$ cat config.mk
export PLATFORM = sky130hd
export DESIGN_NAME = ps2_host_tx_flat
export DESIGN_NICKNAME = d
export VERILOG_FILES = /design/src/rtl/ps2_host_tx_if.sv /design/src/rtl/ps2_host_tx.sv /design/src/flat_wrapper.sv
export SDC_FILE = /design/constraint.sdc
export NUM_CORES = 1
export LEC_CHECK = 0
export BUFFER_PORTS_ARGS = -buffer_cell sky130_fd_sc_hd__buf_2
export CAP_MARGIN = 20
export CELL_PAD_IN_SITES_DETAIL_PLACEMENT = 0
export CELL_PAD_IN_SITES_GLOBAL_PLACEMENT = 1
export CORE_MARGIN = 2
export CORE_UTILIZATION = 30
export DETAILED_ROUTE_END_ITERATION = 10
export GPL_ROUTABILITY_DRIVEN = 0
export GPL_TIMING_DRIVEN = 0
export PLACE_DENSITY_LB_ADDON = 0.2
export RECOVER_POWER = 25
export SLEW_MARGIN = 0
export SYNTH_ARGS = -nofsm -noshare
export SYNTH_HDL_FRONTEND = slang
export SYNTH_SLANG_ARGS = --single-unit
$ cat constraint.sdc
create_clock -name CLK -period 5.6 [get_ports CLK]
set_input_delay 1.12 -clock CLK [delete_from_list [all_inputs] [get_ports CLK]]
set_output_delay 1.12 -clock CLK [all_outputs]
set_load 0.02 [all_outputs]
$ cat src/rtl/ps2_host_tx_if.sv
// Command-byte request channel into the PS/2 host transmitter.
// Valid/ready: the byte on TX_DATA is taken on a rising CLK where TX_VALID and
// TX_READY are both high; TX_VALID may rise at any time and TX_READY never
// depends combinationally on TX_VALID.
interface ps2_host_tx_if;
    logic [7:0] TX_DATA;
    logic       TX_VALID;
    logic       TX_READY;

    modport master (output TX_DATA, output TX_VALID, input TX_READY);
    modport slave  (input TX_DATA, input TX_VALID, output TX_READY);
endinterface

$ cat src/rtl/ps2_host_tx.sv
// PS/2 host-to-device transmitter: request-to-send, 11-bit frame clocked by the
// device, ACK capture, with start/bit timeouts and a glitch-filtered clock input.
module ps2_host_tx #(
    parameter int INHIBIT_CYCLES = 5000,
    parameter int START_TIMEOUT  = 750000,
    parameter int BIT_TIMEOUT    = 100000,
    parameter int FILTER_LEN     = 4
) (
    input  logic         CLK,
    input  logic         RST_N,
    ps2_host_tx_if.slave tx,
    input  logic         PS2_CLK_IN,
    input  logic         PS2_DATA_IN,
    output logic         PS2_CLK_OE,
    output logic         PS2_DATA_OE,
    output logic         DONE,
    output logic         ACK_OK,
    output logic         ERR_TIMEOUT,
    output logic [2:0]   STATE_DBG
);

    localparam int CNT_MAX =
        (START_TIMEOUT > BIT_TIMEOUT)
            ? ((START_TIMEOUT > INHIBIT_CYCLES) ? START_TIMEOUT : INHIBIT_CYCLES)
            : ((BIT_TIMEOUT > INHIBIT_CYCLES) ? BIT_TIMEOUT : INHIBIT_CYCLES);
    localparam int CW = $clog2(CNT_MAX + 1);
    localparam int FW = $clog2(FILTER_LEN + 1);

    // The START cycle also holds the clock low, so INHIBIT itself lasts one
    // cycle less and the total low time is exactly INHIBIT_CYCLES.
    localparam logic [CW-1:0] INH_LOAD   = CW'(INHIBIT_CYCLES - 2);
    localparam logic [CW-1:0] START_LOAD = CW'(START_TIMEOUT - 1);
    localparam logic [CW-1:0] BIT_LOAD   = CW'(BIT_TIMEOUT - 1);
    localparam logic [FW-1:0] FLT_LAST   = FW'(FILTER_LEN - 1);

    typedef enum logic [2:0] {
        S_IDLE      = 3'd0,
        S_INHIBIT   = 3'd1,
        S_START     = 3'd2,
        S_SEND      = 3'd3,
        S_WAIT_ACK  = 3'd4,
        S_WAIT_IDLE = 3'd5
    } state_t;

    logic          clk_s1, clk_s2, dat_s1, dat_s2;
    logic          clk_filt, clk_fall;
    logic [FW-1:0] flt_cnt;

    state_t        state;
    logic [9:0]    shreg;
    logic [3:0]    bit_idx;
    logic [CW-1:0] cnt;
    logic          rdy;

    assign tx.TX_READY = rdy;
    assign STATE_DBG   = state;

    // Pad synchronizers and clock deglitch; clk_fall marks one filtered 1->0 change.
    always_ff @(posedge CLK or negedge RST_N) begin
        if (!RST_N) begin
            clk_s1   <= 1'b1;
            clk_s2   <= 1'b1;
            dat_s1   <= 1'b1;
            dat_s2   <= 1'b1;
            clk_filt <= 1'b1;
            clk_fall <= 1'b0;
            flt_cnt  <= '0;
        end else begin
            clk_s1   <= PS2_CLK_IN;
            clk_s2   <= clk_s1;
            dat_s1   <= PS2_DATA_IN;
            dat_s2   <= dat_s1;
            clk_fall <= 1'b0;
            if (clk_s2 == clk_filt) begin
                flt_cnt <= '0;
            end else if (flt_cnt == FLT_LAST) begin
                flt_cnt  <= '0;
                clk_filt <= clk_s2;
                clk_fall <= ~clk_s2;
            end else begin
                flt_cnt <= flt_cnt + 1'b1;
            end
        end
    end

    always_ff @(posedge CLK or negedge RST_N) begin
        if (!RST_N) begin
            state       <= S_IDLE;
            shreg       <= '0;
            bit_idx     <= '0;
            cnt         <= '0;
            rdy         <= 1'b1;
            PS2_CLK_OE  <= 1'b0;
            PS2_DATA_OE <= 1'b0;
            DONE        <= 1'b0;
            ACK_OK      <= 1'b0;
            ERR_TIMEOUT <= 1'b0;
        end else begin
            DONE        <= 1'b0;
            ERR_TIMEOUT <= 1'b0;
            case (state)
                S_IDLE: begin
                    PS2_CLK_OE  <= 1'b0;
                    PS2_DATA_OE <= 1'b0;
                    rdy         <= 1'b1;
                    if (tx.TX_VALID && rdy) begin
                        shreg      <= {1'b1, ~^tx.TX_DATA, tx.TX_DATA};
                        bit_idx    <= '0;
                        cnt        <= INH_LOAD;
                        rdy        <= 1'b0;
                        PS2_CLK_OE <= 1'b1;
                        state      <= S_INHIBIT;
                    end
                end
                S_INHIBIT: begin
                    if (cnt == '0) begin
                        PS2_DATA_OE <= 1'b1;
                        state       <= S_START;
                    end else begin
                        cnt <= cnt - 1'b1;
                    end
                end
                S_START: begin
                    PS2_CLK_OE <= 1'b0;
                    cnt        <= START_LOAD;
                    state      <= S_SEND;
                end
                S_SEND: begin
                    if (clk_fall) begin
                        PS2_DATA_OE <= ~shreg[bit_idx];
                        cnt         <= BIT_LOAD;
                        if (bit_idx == 4'd9) begin
                            state <= S_WAIT_ACK;
                        end else begin
                            bit_idx <= bit_idx + 1'b1;
                        end
                    end else if (cnt == '0) begin
                        PS2_DATA_OE <= 1'b0;
                        ERR_TIMEOUT <= 1'b1;
                        state       <= S_IDLE;
                    end else begin
                        cnt <= cnt - 1'b1;
                    end
                end
                S_WAIT_ACK: begin
                    PS2_CLK_OE  <= 1'b0;
                    PS2_DATA_OE <= 1'b0;
                    if (clk_fall) begin
                        ACK_OK <= ~dat_s2;
                        cnt    <= BIT_LOAD;
                        state  <= S_WAIT_IDLE;
                    end else if (cnt == '0) begin
                        ERR_TIMEOUT <= 1'b1;
                        state       <= S_IDLE;
                    end else begin
                        cnt <= cnt - 1'b1;
                    end
                end
                S_WAIT_IDLE: begin
                    PS2_CLK_OE  <= 1'b0;
                    PS2_DATA_OE <= 1'b0;
                    if (clk_filt && dat_s2) begin
                        DONE  <= 1'b1;
                        state <= S_IDLE;
                    end else if (cnt == '0) begin
                        ERR_TIMEOUT <= 1'b1;
                        state       <= S_IDLE;
                    end else begin
                        cnt <= cnt - 1'b1;
                    end
                end
                default: begin
                    PS2_CLK_OE  <= 1'b0;
                    PS2_DATA_OE <= 1'b0;
                    state       <= S_IDLE;
                end
            endcase
        end
    end

endmodule

$ cat src/flat_wrapper.sv
// flat-port wrapper written by rule: the top's interface ports become plain ports
module ps2_host_tx_flat 
#(
    parameter int INHIBIT_CYCLES = 5000,
    parameter int START_TIMEOUT  = 750000,
    parameter int BIT_TIMEOUT    = 100000,
    parameter int FILTER_LEN     = 4
)
  (CLK, RST_N, PS2_CLK_IN, PS2_DATA_IN, PS2_CLK_OE, PS2_DATA_OE, DONE, ACK_OK, ERR_TIMEOUT, STATE_DBG, tx_TX_DATA, tx_TX_VALID, tx_TX_READY);
  ps2_host_tx_if tx_i ();
  input  logic CLK;
  input  logic RST_N;
  input  logic PS2_CLK_IN;
  input  logic PS2_DATA_IN;
  output logic PS2_CLK_OE;
  output logic PS2_DATA_OE;
  output logic DONE;
  output logic ACK_OK;
  output logic ERR_TIMEOUT;
  output logic [2:0] STATE_DBG;
  input wire logic [$bits(tx_i.TX_DATA)-1:0] tx_TX_DATA;
  input wire logic [$bits(tx_i.TX_VALID)-1:0] tx_TX_VALID;
  output wire logic [$bits(tx_i.TX_READY)-1:0] tx_TX_READY;
  assign tx_i.TX_DATA = tx_TX_DATA;
  assign tx_i.TX_VALID = tx_TX_VALID;
  assign tx_TX_READY = tx_i.TX_READY;
  ps2_host_tx #(.INHIBIT_CYCLES(INHIBIT_CYCLES), .START_TIMEOUT(START_TIMEOUT), .BIT_TIMEOUT(BIT_TIMEOUT), .FILTER_LEN(FILTER_LEN)) u_core (.CLK(CLK), .RST_N(RST_N), .tx(tx_i), .PS2_CLK_IN(PS2_CLK_IN), .PS2_DATA_IN(PS2_DATA_IN), .PS2_CLK_OE(PS2_CLK_OE), .PS2_DATA_OE(PS2_DATA_OE), .DONE(DONE), .ACK_OK(ACK_OK), .ERR_TIMEOUT(ERR_TIMEOUT), .STATE_DBG(STATE_DBG));
endmodule
## Word-level counts from Yosys, hierarchy flattened

Cells that the tools add are included.

- Equal/unequal tests: 15
- Magnitude comparators: 1
- Muxes and demuxes: 36
- Bitwise operators: 5
- Add/sub/neg operators: 3
- Reduce and logical (&&, ||, !) cells: 16

Operators with widths:

| cell | number |
|---|---|
| 20-bit one-hot mux with 5 select lines | 1 |
| 20-bit 2-to-1 mux | 4 |
| 3-bit 2-to-1 mux | 9 |
| 20-bit zero test | 1 |
| 20-bit by 1-bit subtractor with 20-bit output (second input constant) | 1 |
| 3-bit one-hot mux with 6 select lines | 1 |
| 1-bit 2-to-1 mux | 13 |
| 4-bit 2-to-1 mux | 3 |
| 3-bit by 2-bit equality test with 1-bit output (second input constant) | 3 |
| 3-bit AND reduction | 3 |
| 4-bit one-hot mux with 2 select lines | 1 |
| 8-bit XNOR reduction | 1 |
| 3-bit equality test (second input constant) | 2 |
| 2-bit by 1-bit != test with 1-bit output (second input constant) | 3 |
| 2-bit AND reduction | 3 |
| 4-bit by 5-bit < comparator with 1-bit output (second input constant) | 1 |
| 1-bit inverter | 5 |
| 5-bit nonzero test | 1 |
| 4-bit by 1-bit adder with 4-bit output (second input constant) | 1 |
| 1-bit binary-select mux with 4-bit select | 1 |
| 4-bit equality test (second input constant) | 1 |
| 2-bit != test (second input constant) | 2 |
| 1-bit one-hot mux with 2 select lines | 2 |
| 4-bit AND reduction | 1 |
| 10 further kinds | 12 |

- Bits in registers: 52
- Word-level logic and storage cells: 93
- Output and inout bits: 9

## Depth between registers and ports, before layout

Gate-level depths: netlist of the first run.

- Depth in word-level cells: 5
- Mapped depth: 7
- Depth with buffers taken out: 7

## Worst setup path after synthesis of the first run

No wires, ideal clock.

- Path kind: input port to flip-flop
- Start point: in tx_TX_VALID
- End point: reg u_core.cnt[10]
- Buffers on the path: 2
- Arrival time: 2,391 ps
- Path slack: 3,087 ps
- Stages: 6
- Required time: 5,479 ps
- Cells stage by stage: a2111oi_2 -> a21o_1 -> buf_2 -> clkbuf_1 -> a21oi_1 -> o22a_1

- Cells in the longest elaborated chain, start to end: 3

RTL lines:

| what | line | RTL |
|---|---|---|
| from (decl) | flat_wrapper.sv:22 | `input wire logic [$bits(tx_i.TX_VALID)-1:0] tx_TX_VALID;` |
| 1-bit logical AND | ps2_host_tx.sv:106 | `if (tx.TX_VALID && rdy) begin` |
| 2-bit by 1-bit != test with 1-bit output (no source line) | -- |  |
| 3-bit AND reduction (no source line) | -- |  |
| to (signal assigned) | ps2_host_tx.sv:120 | `cnt <= cnt - 1'b1;` |
| to (signal assigned) | ps2_host_tx.sv:142 | `cnt <= cnt - 1'b1;` |
| to (signal assigned) | ps2_host_tx.sv:156 | `cnt <= cnt - 1'b1;` |
| to (decl) | ps2_host_tx.sv:52 | `logic [CW-1:0] cnt;` |

Every way passes these cells.
A chain may end at the register's enable or synchronous reset.

## Worst setup path after layout of the first run

Same ends and word-level chain as after synthesis.

==> results_tabular.tex, run 1 <==
\begin{tabular}{lr}
\hline
Metric & Value \\
\hline
\multicolumn{2}{l}{\textbf{Run}} \\
Number of max-cap violations & 0 \\
\multicolumn{2}{l}{\textbf{Final layout}} \\
Area taken by multi-input logic gates & between 1500 and 2000 µm² \\
Final-layout fill cell count & 969 \\
Share of post-route cells with drive strength above 1 & 21.0\% \\
Core utilization of the finished layout & 35.2\% \\
Number of diodes added for antenna fixing & 0 \\
NumNets Final & between 300 and 400 \\
Synth-to-layout area growth & 12.9\% \\
Post-route insts no fill & 444 \\
Sequential cell area & 1310 µm² \\
\multicolumn{2}{l}{\textbf{Floorplan}} \\
Die area & 10400 µm² \\
Placement row count & 35 \\
Starting density of the core & a little under a third \\
Width of the chip & 102 µm \\
IO Count & 22 \\
Die outline height & 102 µm \\
Floorplan Core Area & 9280 µm² \\
\multicolumn{2}{l}{\textbf{Synth}} \\
Count of flip-flops with a built-in enable after synthesis & 0 \\
Leading cell type by number of instances after synthesis & dfrtp\_1 \\
Net count of the mapped netlist & 303 \\
Count of distinct cell types in the synthesized netlist & 60 \\
Synthesis warning total & 0 \\
Most frequent cells after synthesis & 46 x dfrtp\_1, 18 x nor2\_1, 16 x nand2\_1 \\
Average footprint of a synthesized cell & 10.1 µm² \\
Register bit total from synthesis & 52 \\
Area share of the largest cell type after synthesis & 39.8\% \\
Top flip-flop cell by instance count after synthesis & dfrtp\_1 \\
Number of standard cells after synthesis & 285 \\
Cells taking the most area after synthesis & dfrtp\_1 40\%, dfstp\_2 5.5\%, mux2\_2 4.3\% \\
Async set-reset flop share out of synthesis & 100\% \\
Portion of the post-synthesis area used by sequential elements & 45.3\% \\
Cell area after synthesis & approximately 2900 µm² \\
Synth area leader & dfrtp\_1 \\
\multicolumn{2}{l}{\textbf{Placement}} \\
Half-perimeter wire length after placement & 5300 µm \\
Placed cells & 436 \\
Post-place setup slack & 2.49 ns \\
IO Port Bufs & 21 \\
\multicolumn{2}{l}{\textbf{Timing}} \\
Transition at the pin with the smallest max-transition slack & 1.20 ns \\
Total Negative Setup Slacks & 0 ns \\
Worst setup slack after layout & 2.87 ns \\
F\_max & 0.366 GHz \\
Final critical-path required period & around 2.7 ns \\
Unrepaired setup endpoints after global routing & false \\
Share of the clock period used by the worst path & between 40\% and 50\% \\
Final count of negative-setup-slack endpoints & 0 \\
Number of pins with negative max-slew slack in the final report & 0 \\
Clock skew & 0.0113 ns \\
Worst hold-check slack & 0.361 ns \\
Number of endpoints with negative hold slack in the final report & 0 \\
Relative slew margins & 19.8\% \\
\multicolumn{2}{l}{\textbf{CTS}} \\
Clock latency of the later-clocked register in the worst-skew pair & 0.31 ns \\
Count of instances resized after the clock tree is built & 0 \\
Maximum count of clock buffers along a single path & 2 \\
Clock buffers created by TritonCTS & 5 \\
Setup Buffers After CTS & 0 \\
Number of hold-repair buffers added at the cts stage & 0 \\
Number of H-tree levels & 2 \\
CTS tree & built \\
Buffer cell driving the clock tree root & clkbuf\_8 \\
Clock Sink Count & 52 \\
Register clock-pin slew on the reported worst setup and hold paths & 0.10 ns \\
\multicolumn{2}{l}{\textbf{Routing}} \\
Total vias in the final route & 2367 \\
Number of iterations in the first detailed-routing pass & 4 \\
DRC marker count from the first detailed-route iteration & 125 \\
ANT nets after route & 0 \\
Number of vias per cell & 5.33 \\
Remaining design rule violation count & 0 \\
Detailed Route WL & 7120 µm \\
Wire length per cell & 16.0 µm \\
\multicolumn{2}{l}{\textbf{Critical path}} \\
Slowest stage cell on the critical path & a2111oi\_2 \\
Crit-path most repeated cell & buf\_2 \\
Type of the worst setup path & primary input to flip-flop \\
Cell type group with the largest total delay on the critical path & compound AO/OA/AOI/OAI gates \\
Critical path peak fanout & 10 \\
Worst path arrival time & 2.93 ns \\
CP cell instances & buf\_2 -> a2111oi\_2 -> a21o\_1 -> buf\_2 -> clkbuf\_1 -> a21oi\_1 -> o22a\_1 \\
CP Data Required Time & 5.80 ns \\
Kind of end point of the critical path & flip-flop \\
Largest incremental delay on the critical path & 0.57 ns \\
Number of buffers and inverters on the critical path & 3 \\
Startpoint type of the worst setup path & primary input \\
\multicolumn{2}{l}{\textbf{Global route}} \\
Antenna violations before repair & 0 \\
Largest net degree at the start of global routing & 34 \\
Global router's overall resource usage & 15.1\% \\
Wire length of the first global-routing pass & 12300 µm \\
Global route overflow & 0 \\
Number of global-route vias before repair & 2355 \\
\multicolumn{2}{l}{\textbf{Run status}} \\
Run status & completed \\
\multicolumn{2}{l}{\textbf{Power}} \\
Peak supply drop & roughly 0.00014 V \\
Leakage & 0.00131 µW \\
Total power divided by cell area & 381 nW/µm² \\
\multicolumn{2}{l}{\textbf{Hold path}} \\
Class of the tightest hold or removal check & flip-flop to flip-flop \\
\hline
\end{tabular}
==> per-stage QoR <==
step	instance area (µm²)	total power, µW
after floorplan	2890	912
after global placement	3160	1030
after detailed placement	3180	1030
after CTS	3270	1260
after global routing	3270	1350
final	3270	1240
==> routing by layer <==
metal / part of all wire [%] / vias to the layer above / GRT usage, %
met5: 0 / - / 0
li1: - / 1147 / -
met3: 1.8 / 4 / 2.19
met2: 46 / 25 / 24.1
met4: 1.1 / 0 / 4.21
met1: 51 / 1191 / 21.4
==> layout make-up <==
cell class	instances	share of cell area, %
tap	129	4.94
clock inverter	2	0.498
multi-input combinational	216	46.5
inverter	5	0.575
clock buffer	6	2.22
timing repair buffer	22	3.79
buffer	12	1.42
sequential	52	40.1
==> layout by cell type (no fill, tap or decap), types with 3 or more instances in the layout <==
cell	count
a211oi_1	3
a21o_1	4
a21oi_1	15
a31o_2	3
a31oi_1	4
and2_1	3
buf_2	21
clkbuf_1	12
clkbuf_8	5
dfrtp_1	46
dfstp_2	5
ha_1	5
inv_1	5
mux2_2	11
nand2_1	16
nand2b_1	5
nand3_1	11
nand4b_1	3
nor2_1	18
nor2b_1	6
nor3_1	13
nor3b_1	5
nor4_1	6
o21ai_0	14
o311ai_0	9
or2_2	4
or3_1	6
xnor2_1	9
==> state kept, by name, summed over array words and instances (netlist names), 3 cells and up <==
name              cells
u_core.cnt           20
u_core.bit_idx        4
u_core.STATE_DBG      3
u_core.flt_cnt        3
u_core.shreg         10
==> final timing paths <==
| kind | start | end | slack [ns] | cells after the start |
|---|---|---|---|---|
| worst min-delay path | u_core.dat_s1$_DFF_PN1_ | u_core.dat_s2$_DFF_PN1_ | 0.36 | 0 |
| max in group asynchronous | RST_N | u_core.dat_s1$_DFF_PN1_ | 3.74 | 2 |
| worst max-delay path | tx_TX_VALID | u_core.cnt[10]$_DFFE_PN0P_ | 2.87 | 7 |
| worst max register to register | u_core.cnt[12]$_DFFE_PN0P_ | u_core.cnt[2]$_DFFE_PN0P_ | 3.10 | 5 |
| min in group asynchronous | RST_N | u_core.shreg[4]$_DFFE_PN0P_ | 1.02 | 1 |
| worst min register to register | u_core.dat_s1$_DFF_PN1_ | u_core.dat_s2$_DFF_PN1_ | 0.36 | 0 |
==> where the power goes <==
group          total (µW)  internal [µW]  switching (µW)
clock network         221           89.3             131
logic                 408            205             203
registers             614            496             119
==> logic make-up after synthesis <==
family / after synthesis / synth area share (%)
AOI/OAI and AO/OA: 73 / 17.8
xor gates and xnor gates: 10 / 3.03
adders and majority gates: 5 / 2.16
buffers and inverters: 17 / 2.25
DFF: 52 / 45.3
muxes: 14 / 6.19
and+or+nand+nor: 114 / 23.3
==> worst reg2reg max path: cells and delay by family, from the launching register on <==
family | cells | cell delay [ns]
flops | 1 | 0.46
compound gates | 3 | 0.98
simple gates | 2 | 0.96
No activity file was read; power rests on OpenSTA's default activity.
==> run 2: changes to the inputs <==
==> constraint.sdc (replaced) <==
create_clock -name CLK -period 2.9 [get_ports CLK]
set_input_delay 0.58 -clock CLK [delete_from_list [all_inputs] [get_ports CLK]]
set_output_delay 0.58 -clock CLK [all_outputs]
set_load 0.02 [all_outputs]
==> run 2 against run 1 <==
Net effect:
- sequential power rose by 94%
- design area down 0.46%
- clock power up 93%
- register-to-register slack got worse by 2.7 ns
- non-clock buffer count unchanged
- first-iteration DRC count unchanged
- die area did not move
- wire length hardly changed
- total power increased by 93%
- sequential share of layout area rose by 0.19 points
- critical path depth down 2
==> results_tabular.tex, run 2 (synthesis results as in run 1) <==
\begin{tabular}{lr}
\hline
Metric & Value \\
\hline
\multicolumn{2}{l}{\textbf{Routing}} \\
ANT nets after route & 0 (unchanged) \\
Total vias in the final route & 2366 (was 2367) \\
DRC marker count from the first detailed-route iteration & 125 (unchanged) \\
Remaining design rule violation count & 0 (unchanged) \\
Number of vias per cell & 5.33 (about the same) \\
Wire length per cell & 16.0 µm (about the same) \\
Detailed Route WL & 7120 µm (about the same) \\
Number of iterations in the first detailed-routing pass & 4 (unchanged) \\
\multicolumn{2}{l}{\textbf{Final layout}} \\
Leading cell types in the layout, fill and taps excluded & 46 x dfrtp\_1, 21 x buf\_2, 18 x nor2\_1 (unchanged) \\
Core utilization of the finished layout & 35.0\% (was 35.2\%) \\
Synth-to-layout area growth & 12.4\% (was 12.9\%) \\
NumNets Final & 332 (unchanged) \\
Post-route insts no fill & 444 (unchanged) \\
Share of post-route cells with drive strength above 1 & 21.3\% (was 21.0\%) \\
Number of diodes added for antenna fixing & 0 (unchanged) \\
Area taken by multi-input logic gates & 1520 µm² (unchanged) \\
Largest register by flop count & u\_core.cnt (unchanged) \\
Flip-flop count of the largest register, all copies and words added & 20 (unchanged) \\
Sequential cell area & 1310 µm² (unchanged) \\
Most common cell after layout, fill and taps aside & dfrtp\_1 (unchanged) \\
Final-layout fill cell count & 971 (was 969) \\
Largest registers in the final layout & u\_core.cnt x20, u\_core.shreg x10, u\_core.bit\_idx x4 (unchanged) \\
\multicolumn{2}{l}{\textbf{Critical path}} \\
Cells on worst reg2reg path & 5 (unchanged) \\
Terminus of the critical flop-to-flop path & u\_core.cnt[2]\$\_DFFE\_PN0P\_ (unchanged) \\
Critical path peak fanout & 8 (was 10) \\
Worst path arrival time & 2.71 ns (was 2.93 ns) \\
Slowest stage cell on the critical path & o21ai\_0 (was a2111oi\_2) \\
Worst setup path startpoint & u\_core.cnt[12]\$\_DFFE\_PN0P\_ (was tx\_TX\_VALID) \\
CP cell instances & nor4\_1 -> nand4b\_1 -> o21ai\_0 -> a21oi\_1 -> a21o\_1 (was buf\_2 -> a2111oi\_2 -> a21o\_1 -> buf\_2 -> clkbuf\_1 -> a21oi\_1 -> o22a\_1) \\
Register-to-register setup slack & 0.40 ns (was 3.10 ns) \\
Startpoint type of the worst setup path & flip-flop (was primary input) \\
Critical path destination & u\_core.cnt[2]\$\_DFFE\_PN0P\_ (was u\_core.cnt[10]\$\_DFFE\_PN0P\_) \\
Type of the worst setup path & flip-flop to flip-flop (was primary input to flip-flop) \\
Largest incremental delay on the critical path & 0.65 ns (was 0.57 ns) \\
CP Data Required Time & 3.10 ns (was 5.80 ns) \\
Kind of end point of the critical path & flip-flop (unchanged) \\
Critical R2R Launch & u\_core.cnt[12]\$\_DFFE\_PN0P\_ (unchanged) \\
\multicolumn{2}{l}{\textbf{Global route}} \\
Global route overflow & 0 (unchanged) \\
Largest net degree at the start of global routing & 34 (unchanged) \\
Antenna violations before repair & 0 (unchanged) \\
Global router's overall resource usage & 15.1\% (unchanged) \\
Number of global-route vias before repair & 2355 (unchanged) \\
Wire length of the first global-routing pass & 12300 µm (unchanged) \\
\multicolumn{2}{l}{\textbf{CTS}} \\
Clock latency of the later-clocked register in the worst-skew pair & 0.31 ns (about the same) \\
Number of H-tree levels & 2 (unchanged) \\
Clock buffers created by TritonCTS & 5 (unchanged) \\
Register clock-pin slew on the reported worst setup and hold paths & 0.10 ns (about the same) \\
CTS tree & built (unchanged) \\
Clock Sink Count & 52 (unchanged) \\
Count of instances resized after the clock tree is built & 0 (unchanged) \\
Number of hold-repair buffers added at the cts stage & 0 (unchanged) \\
Maximum count of clock buffers along a single path & 2 (unchanged) \\
Setup Buffers After CTS & 0 (unchanged) \\
Buffer cell driving the clock tree root & clkbuf\_8 (unchanged) \\
\multicolumn{2}{l}{\textbf{Timing}} \\
Share of the clock period used by the worst path & 86.3\% \\
Transition at the pin with the smallest max-transition slack & 1.12 ns (was 1.20 ns) \\
Clock skew & 0.0114 ns (was 0.0113 ns) \\
Unrepaired setup endpoints after global routing & false (unchanged) \\
Final count of negative-setup-slack endpoints & 0 (unchanged) \\
Total Negative Setup Slacks & 0 ns (unchanged) \\
Final critical-path required period & between 2 and 3 ns \\
Number of pins with negative max-slew slack in the final report & 0 (unchanged) \\
Number of endpoints with negative hold slack in the final report & 0 (unchanged) \\
Relative slew margins & 25.3\% (was 19.8\%) \\
F\_max & 0.400 GHz \\
\multicolumn{2}{l}{\textbf{Floorplan}} \\
Placement row count & 35 (unchanged) \\
Floorplan Core Area & 9280 µm² (unchanged) \\
Starting density of the core & 31.1\% (unchanged) \\
IO Count & 22 (unchanged) \\
Width of the chip & 102 µm (unchanged) \\
Die outline height & 102 µm (unchanged) \\
Die area & 10400 µm² (unchanged) \\
\multicolumn{2}{l}{\textbf{Placement}} \\
IO Port Bufs & 21 (unchanged) \\
Half-perimeter wire length after placement & 5300 µm (unchanged) \\
Placed cells & 436 (unchanged) \\
\multicolumn{2}{l}{\textbf{Run status}} \\
Run status & completed (unchanged) \\
\multicolumn{2}{l}{\textbf{Run}} \\
Number of max-cap violations & 0 (unchanged) \\
\multicolumn{2}{l}{\textbf{Power}} \\
Total power divided by cell area & 738 nW/µm² (was 381 nW/µm²) \\
Leakage & 0.00130 µW (was 0.00131 µW) \\
Overall power & 2400 µW (was 1240 µW) \\
Peak supply drop & 0.000272 V (was 0.000141 V) \\
\multicolumn{2}{l}{\textbf{Hold path}} \\
Class of the tightest hold or removal check & primary input to flip-flop (was flip-flop to flip-flop) \\
\hline
\end{tabular}
## run 2: per-layer routing
layer / track usage (%) / share of wire (%) / vias up
li1: - / - / 1146
met1: 21.4 / 51 / 1189
met3: 2.19 / 1.9 / 4
met2: 24.1 / 46 / 27
met5: 0 / 0 / -
met4: 4.21 / 1.1 / 0
## run 2: report_power, final
part	switching, µW	internal [µW]
clock	254	173
combinational	392	393
sequential	229	959
## run 2: metrics by stage
stage	hold WS (ns)	worst slack (ns)	cell area (µm²)
6_report	0.360	0.398	3250
3_5_place_dp	0.347	0.334	3180
4_1_cts	0.233	0.387	3270
2_1_floorplan	0.284	0.793	2890
3_3_place_gp	0.346	0.339	3160
5_1_grt	0.336	0.0454	3250
## run 2: layout make-up
type	count	share of cell area, %
inverter	5	0.577
clock buffer	6	2.23
timing repair buffer	22	3.35
clock inverter	2	0.500
sequential	52	40.3
multi-input combinational	216	46.7
tap	129	4.97
buffer	12	1.42
## run 2: worst max-delay path: cells and delay by family, from the launching register on
kind               cells  cell delay, ns
AOI/OAI and AO/OA      3            0.98
DFF                    1            0.46
and+or+nand+nor        2            0.96
## run 2: worst min path at each step
| stage | startpoint | endpoint | cells after the start |
|---|---|---|---|
| global route | PS2_DATA_IN | u_core.dat_s1$_DFF_PN1_ | 1 |
| global placement | u_core.dat_s1$_DFF_PN1_ | u_core.dat_s2$_DFF_PN1_ | 0 |
| floorplan | RST_N | u_core.ACK_OK$_DFFE_PN0P_ | 0 |
| CTS | RST_N | u_core.shreg[4]$_DFFE_PN0P_ | 1 |
| finish | PS2_DATA_IN | u_core.dat_s1$_DFF_PN1_ | 1 |
| detailed placement | u_core.dat_s1$_DFF_PN1_ | u_core.dat_s2$_DFF_PN1_ | 0 |
==> run 3: changes to the inputs <==
--- a/config.mk
+++ b/config.mk
@@ -5,8 +5,8 @@
 export SDC_FILE = /design/constraint.sdc
 export NUM_CORES = 1
 export LEC_CHECK = 0
+export ABC_AREA = 1
 export BUFFER_PORTS_ARGS = -buffer_cell sky130_fd_sc_hd__buf_2
-export CAP_MARGIN = 20
 export CELL_PAD_IN_SITES_DETAIL_PLACEMENT = 0
 export CELL_PAD_IN_SITES_GLOBAL_PLACEMENT = 1
 export CORE_MARGIN = 2
==> run 3 against run 2 <==
Net effect:
- utilization is 0.54 points lower
- critical path depth is 3 higher
- register-to-register slack better by 0.67 ns
- hold slack worse by 0.011 ns
- via count is 7.7% higher
- clock skew is 0.00078 ns lower
- first-iteration DRC count is 32% lower
- sequential power hardly changed
- maximum frequency is 37% higher
- final cell count is 24% higher
- critical path type unchanged
==> results_tabular.tex, run 3 <==
\begin{tabular}{lr}
\hline
Metric & Value \\
\hline
\multicolumn{2}{l}{\textbf{Critical path}} \\
CP Data Required Time & 3.11 ns (was 3.10 ns) \\
Startpoint type of the worst setup path & flip-flop (unchanged) \\
Worst path arrival time & 2.04 ns (was 2.71 ns) \\
Kind of end point of the critical path & flip-flop (unchanged) \\
Critical path peak fanout & 8 (unchanged) \\
Type of the worst setup path & flip-flop to flip-flop (unchanged) \\
\multicolumn{2}{l}{\textbf{CTS}} \\
Clock Sink Count & 52 (unchanged) \\
CTS tree & built (unchanged) \\
Setup Buffers After CTS & 0 (unchanged) \\
Maximum count of clock buffers along a single path & 2 (unchanged) \\
Buffer cell driving the clock tree root & clkbuf\_8 (unchanged) \\
Number of hold-repair buffers added at the cts stage & 0 (unchanged) \\
Clock latency of the later-clocked register in the worst-skew pair & 0.32 ns (was 0.31 ns) \\
Number of H-tree levels & 2 (unchanged) \\
Register clock-pin slew on the reported worst setup and hold paths & 0.11 ns (was 0.10 ns) \\
Count of instances resized after the clock tree is built & 0 (unchanged) \\
Clock buffers created by TritonCTS & 5 (unchanged) \\
\multicolumn{2}{l}{\textbf{Timing}} \\
Relative slew margins & 8.82\% (was 25.3\%) \\
F\_max & 0.546 GHz (was 0.400 GHz) \\
Final critical-path required period & 1.83 ns (was 2.50 ns) \\
Transition at the pin with the smallest max-transition slack & 1.37 ns (was 1.12 ns) \\
Share of the clock period used by the worst path & 63.1\% (was 86.3\%) \\
Number of endpoints with negative hold slack in the final report & 0 (unchanged) \\
Final count of negative-setup-slack endpoints & 0 (unchanged) \\
Clock skew & 0.0106 ns (was 0.0114 ns) \\
Number of pins with negative max-slew slack in the final report & 0 (unchanged) \\
Unrepaired setup endpoints after global routing & false (unchanged) \\
Total Negative Setup Slacks & 0 ns (unchanged) \\
\multicolumn{2}{l}{\textbf{Routing}} \\
Detailed Route WL & 7420 µm (was 7120 µm) \\
Remaining design rule violation count & 0 (unchanged) \\
Number of iterations in the first detailed-routing pass & 5 (was 4) \\
ANT nets after route & 0 (unchanged) \\
Wire length per cell & 13.5 µm (was 16.0 µm) \\
Number of vias per cell & 4.62 (was 5.33) \\
Total vias in the final route & 2548 (was 2366) \\
DRC marker count from the first detailed-route iteration & 85 (was 125) \\
\multicolumn{2}{l}{\textbf{Run}} \\
Number of max-cap violations & 0 (unchanged) \\
\multicolumn{2}{l}{\textbf{Global route}} \\
Largest net degree at the start of global routing & 53 (was 34) \\
Global router's overall resource usage & 14.6\% (was 15.1\%) \\
Wire length of the first global-routing pass & 12700 µm (was 12300 µm) \\
Global route overflow & 0 (unchanged) \\
Number of global-route vias before repair & 2561 (was 2355) \\
Antenna violations before repair & 0 (unchanged) \\
\multicolumn{2}{l}{\textbf{Synth}} \\
Cell area after synthesis & 2990 µm² (was 2890 µm²) \\
Most frequent cells after synthesis & 108 x nand2\_1, 47 x inv\_1, 46 x dfrtp\_1 (was 46 x dfrtp\_1, 18 x nor2\_1, 16 x nand2\_1) \\
Leading cell type by number of instances after synthesis & nand2\_1 (was dfrtp\_1) \\
Async set-reset flop share out of synthesis & 100\% (unchanged) \\
Top flip-flop cell by instance count after synthesis & dfrtp\_1 (unchanged) \\
Synthesis warning total & 0 (unchanged) \\
Area share of the largest cell type after synthesis & 38.4\% (was 39.8\%) \\
Cells taking the most area after synthesis & dfrtp\_1 38\%, nand2\_1 14\%, inv\_1 5.9\% (was dfrtp\_1 40\%, dfstp\_2 5.5\%, mux2\_2 4.3\%) \\
Average footprint of a synthesized cell & 7.70 µm² (was 10.1 µm²) \\
Number of standard cells after synthesis & 389 (was 285) \\
Share of synthesized cell area in and, or, nand and nor gates & 31.7\% (was 23.3\%) \\
Net count of the mapped netlist & 407 (was 303) \\
Multiplexer share of the synthesized area & 0\% (was 6.19\%) \\
Synth area leader & dfrtp\_1 (unchanged) \\
Portion of the post-synthesis area used by sequential elements & 43.7\% (was 45.3\%) \\
Complex-gate fraction of the synthesized area & 10.2\% (was 17.8\%) \\
Register bit total from synthesis & 52 (unchanged) \\
Combinational family with the most area after synthesis & simple AND/OR/NAND/NOR gates (unchanged) \\
Post-synthesis share of cell area spent on xor and xnor gates & 4.68\% (was 3.03\%) \\
Count of distinct cell types in the synthesized netlist & 37 (was 60) \\
Count of flip-flops with a built-in enable after synthesis & 0 (unchanged) \\
Adder-cell share of the synthesized area & 2.09\% (was 2.16\%) \\
\multicolumn{2}{l}{\textbf{Power}} \\
Overall power & 2950 µW (was 2400 µW) \\
Peak supply drop & 0.000358 V (was 0.000272 V) \\
Total power divided by cell area & 879 nW/µm² (was 738 nW/µm²) \\
Leakage & 0.00165 µW (was 0.00130 µW) \\
\multicolumn{2}{l}{\textbf{Floorplan}} \\
Die area & 10800 µm² (was 10400 µm²) \\
Die outline height & 104 µm (was 102 µm) \\
Width of the chip & 104 µm (was 102 µm) \\
IO Count & 22 (unchanged) \\
Floorplan Core Area & 9730 µm² (was 9280 µm²) \\
Starting density of the core & 30.8\% (was 31.1\%) \\
Placement row count & 36 (was 35) \\
\multicolumn{2}{l}{\textbf{Placement}} \\
Half-perimeter wire length after placement & 5370 µm (was 5300 µm) \\
Placed cells & 543 (was 436) \\
IO Port Bufs & 21 (unchanged) \\
Instance area after placement & 3270 µm² (was 3180 µm²) \\
\multicolumn{2}{l}{\textbf{Run status}} \\
Run status & completed (unchanged) \\
\multicolumn{2}{l}{\textbf{Final layout}} \\
Share of post-route cells with drive strength above 1 & 14.8\% (was 21.3\%) \\
Leading cell types in the layout, fill and taps excluded & 108 x nand2\_1, 47 x inv\_1, 46 x dfrtp\_1 (was 46 x dfrtp\_1, 21 x buf\_2, 18 x nor2\_1) \\
Post-route insts no fill & 551 (was 444) \\
Largest register by flop count & u\_core.cnt (unchanged) \\
Most common cell after layout, fill and taps aside & nand2\_1 (was dfrtp\_1) \\
Number of diodes added for antenna fixing & 0 (unchanged) \\
Synth-to-layout area growth & 12.0\% (was 12.4\%) \\
Layout Cell Area excl Fill & 3350 µm² (was 3250 µm²) \\
Flip-flop count of the largest register, all copies and words added & 20 (unchanged) \\
NumNets Final & 435 (was 332) \\
Core utilization of the finished layout & 34.5\% (was 35.0\%) \\
Largest registers in the final layout & u\_core.cnt x20, u\_core.shreg x10, u\_core.bit\_idx x4 (unchanged) \\
\multicolumn{2}{l}{\textbf{Hold path}} \\
Class of the tightest hold or removal check & primary input to flip-flop (unchanged) \\
\hline
\end{tabular}
-- run 3: cell families after synthesis --
| family | count (synthesis) |
|---|---|
| and+or+nand+nor | 205 |
| buffers and inverters | 57 |
| adders and majority gates | 5 |
| AOI/OAI and AO/OA | 54 |
| xor gates and xnor gates | 16 |
| DFF | 52 |
-- run 3: stage by stage --
step                      worst slack [ns]  hold WS (ns)
after CTS                             1.07         0.340
final                                 1.07         0.349
after global placement                1.06         0.346
after detailed placement              1.09         0.347
after floorplan                       1.38         0.284
after global routing                 0.858         0.325
-- run 3: power by group --
group          internal, µW  leakage, µW  switching, µW
Clock                   173    0.0000414            268
Sequential              961     0.000646            195
Combinational           464     0.000962            889
-- run 3: routing by layer --
metal	vias up	routed length (µm)	GRT usage, %
met5	-	0	0
met4	0	51	2.61
met3	4	206	3.20
met2	31	3580	24.8
met1	1212	3580	19.5
li1	1301	-	-
-- run 3: area by class of cell --
type	instances	area, µm²
tap	133	166
fill	1104	6370
inverter	52	198
clock inverter	2	16.3
timing repair buffer	21	105
multi-input combinational	280	1460
buffer	5	32.5
clock buffer	6	72.6
sequential	52	1310
-- run 3: final timing paths --
kind,slack [ns],cells after the start,endpoint,startpoint
max reg2reg,1.07,8,u_core.PS2_DATA_OE$_DFFE_PN0P_,u_core.STATE_DBG[0]$_DFFE_PN0P_
max,1.07,8,u_core.PS2_DATA_OE$_DFFE_PN0P_,u_core.STATE_DBG[0]$_DFFE_PN0P_
min in group asynchronous,0.55,1,u_core.cnt[13]$_DFFE_PN0P_,RST_N
max in group asynchronous,1.52,1,u_core.cnt[0]$_DFFE_PN0P_,RST_N
min reg2reg,0.36,0,u_core.clk_s2$_DFF_PN1_,u_core.clk_s1$_DFF_PN1_
min,0.35,1,u_core.dat_s1$_DFF_PN1_,PS2_DATA_IN
-- run 3: critical path, cell delays in order, from the launching register on --
cell and delay [ns]:
dfrtp_1 0.42, inv_1 0.16, nand2_4 0.10, nor2_1 0.56, inv_1 0.17, nand2_1 0.16, nor2_1 0.05, nand2_1 0.06
nand2_1 0.04
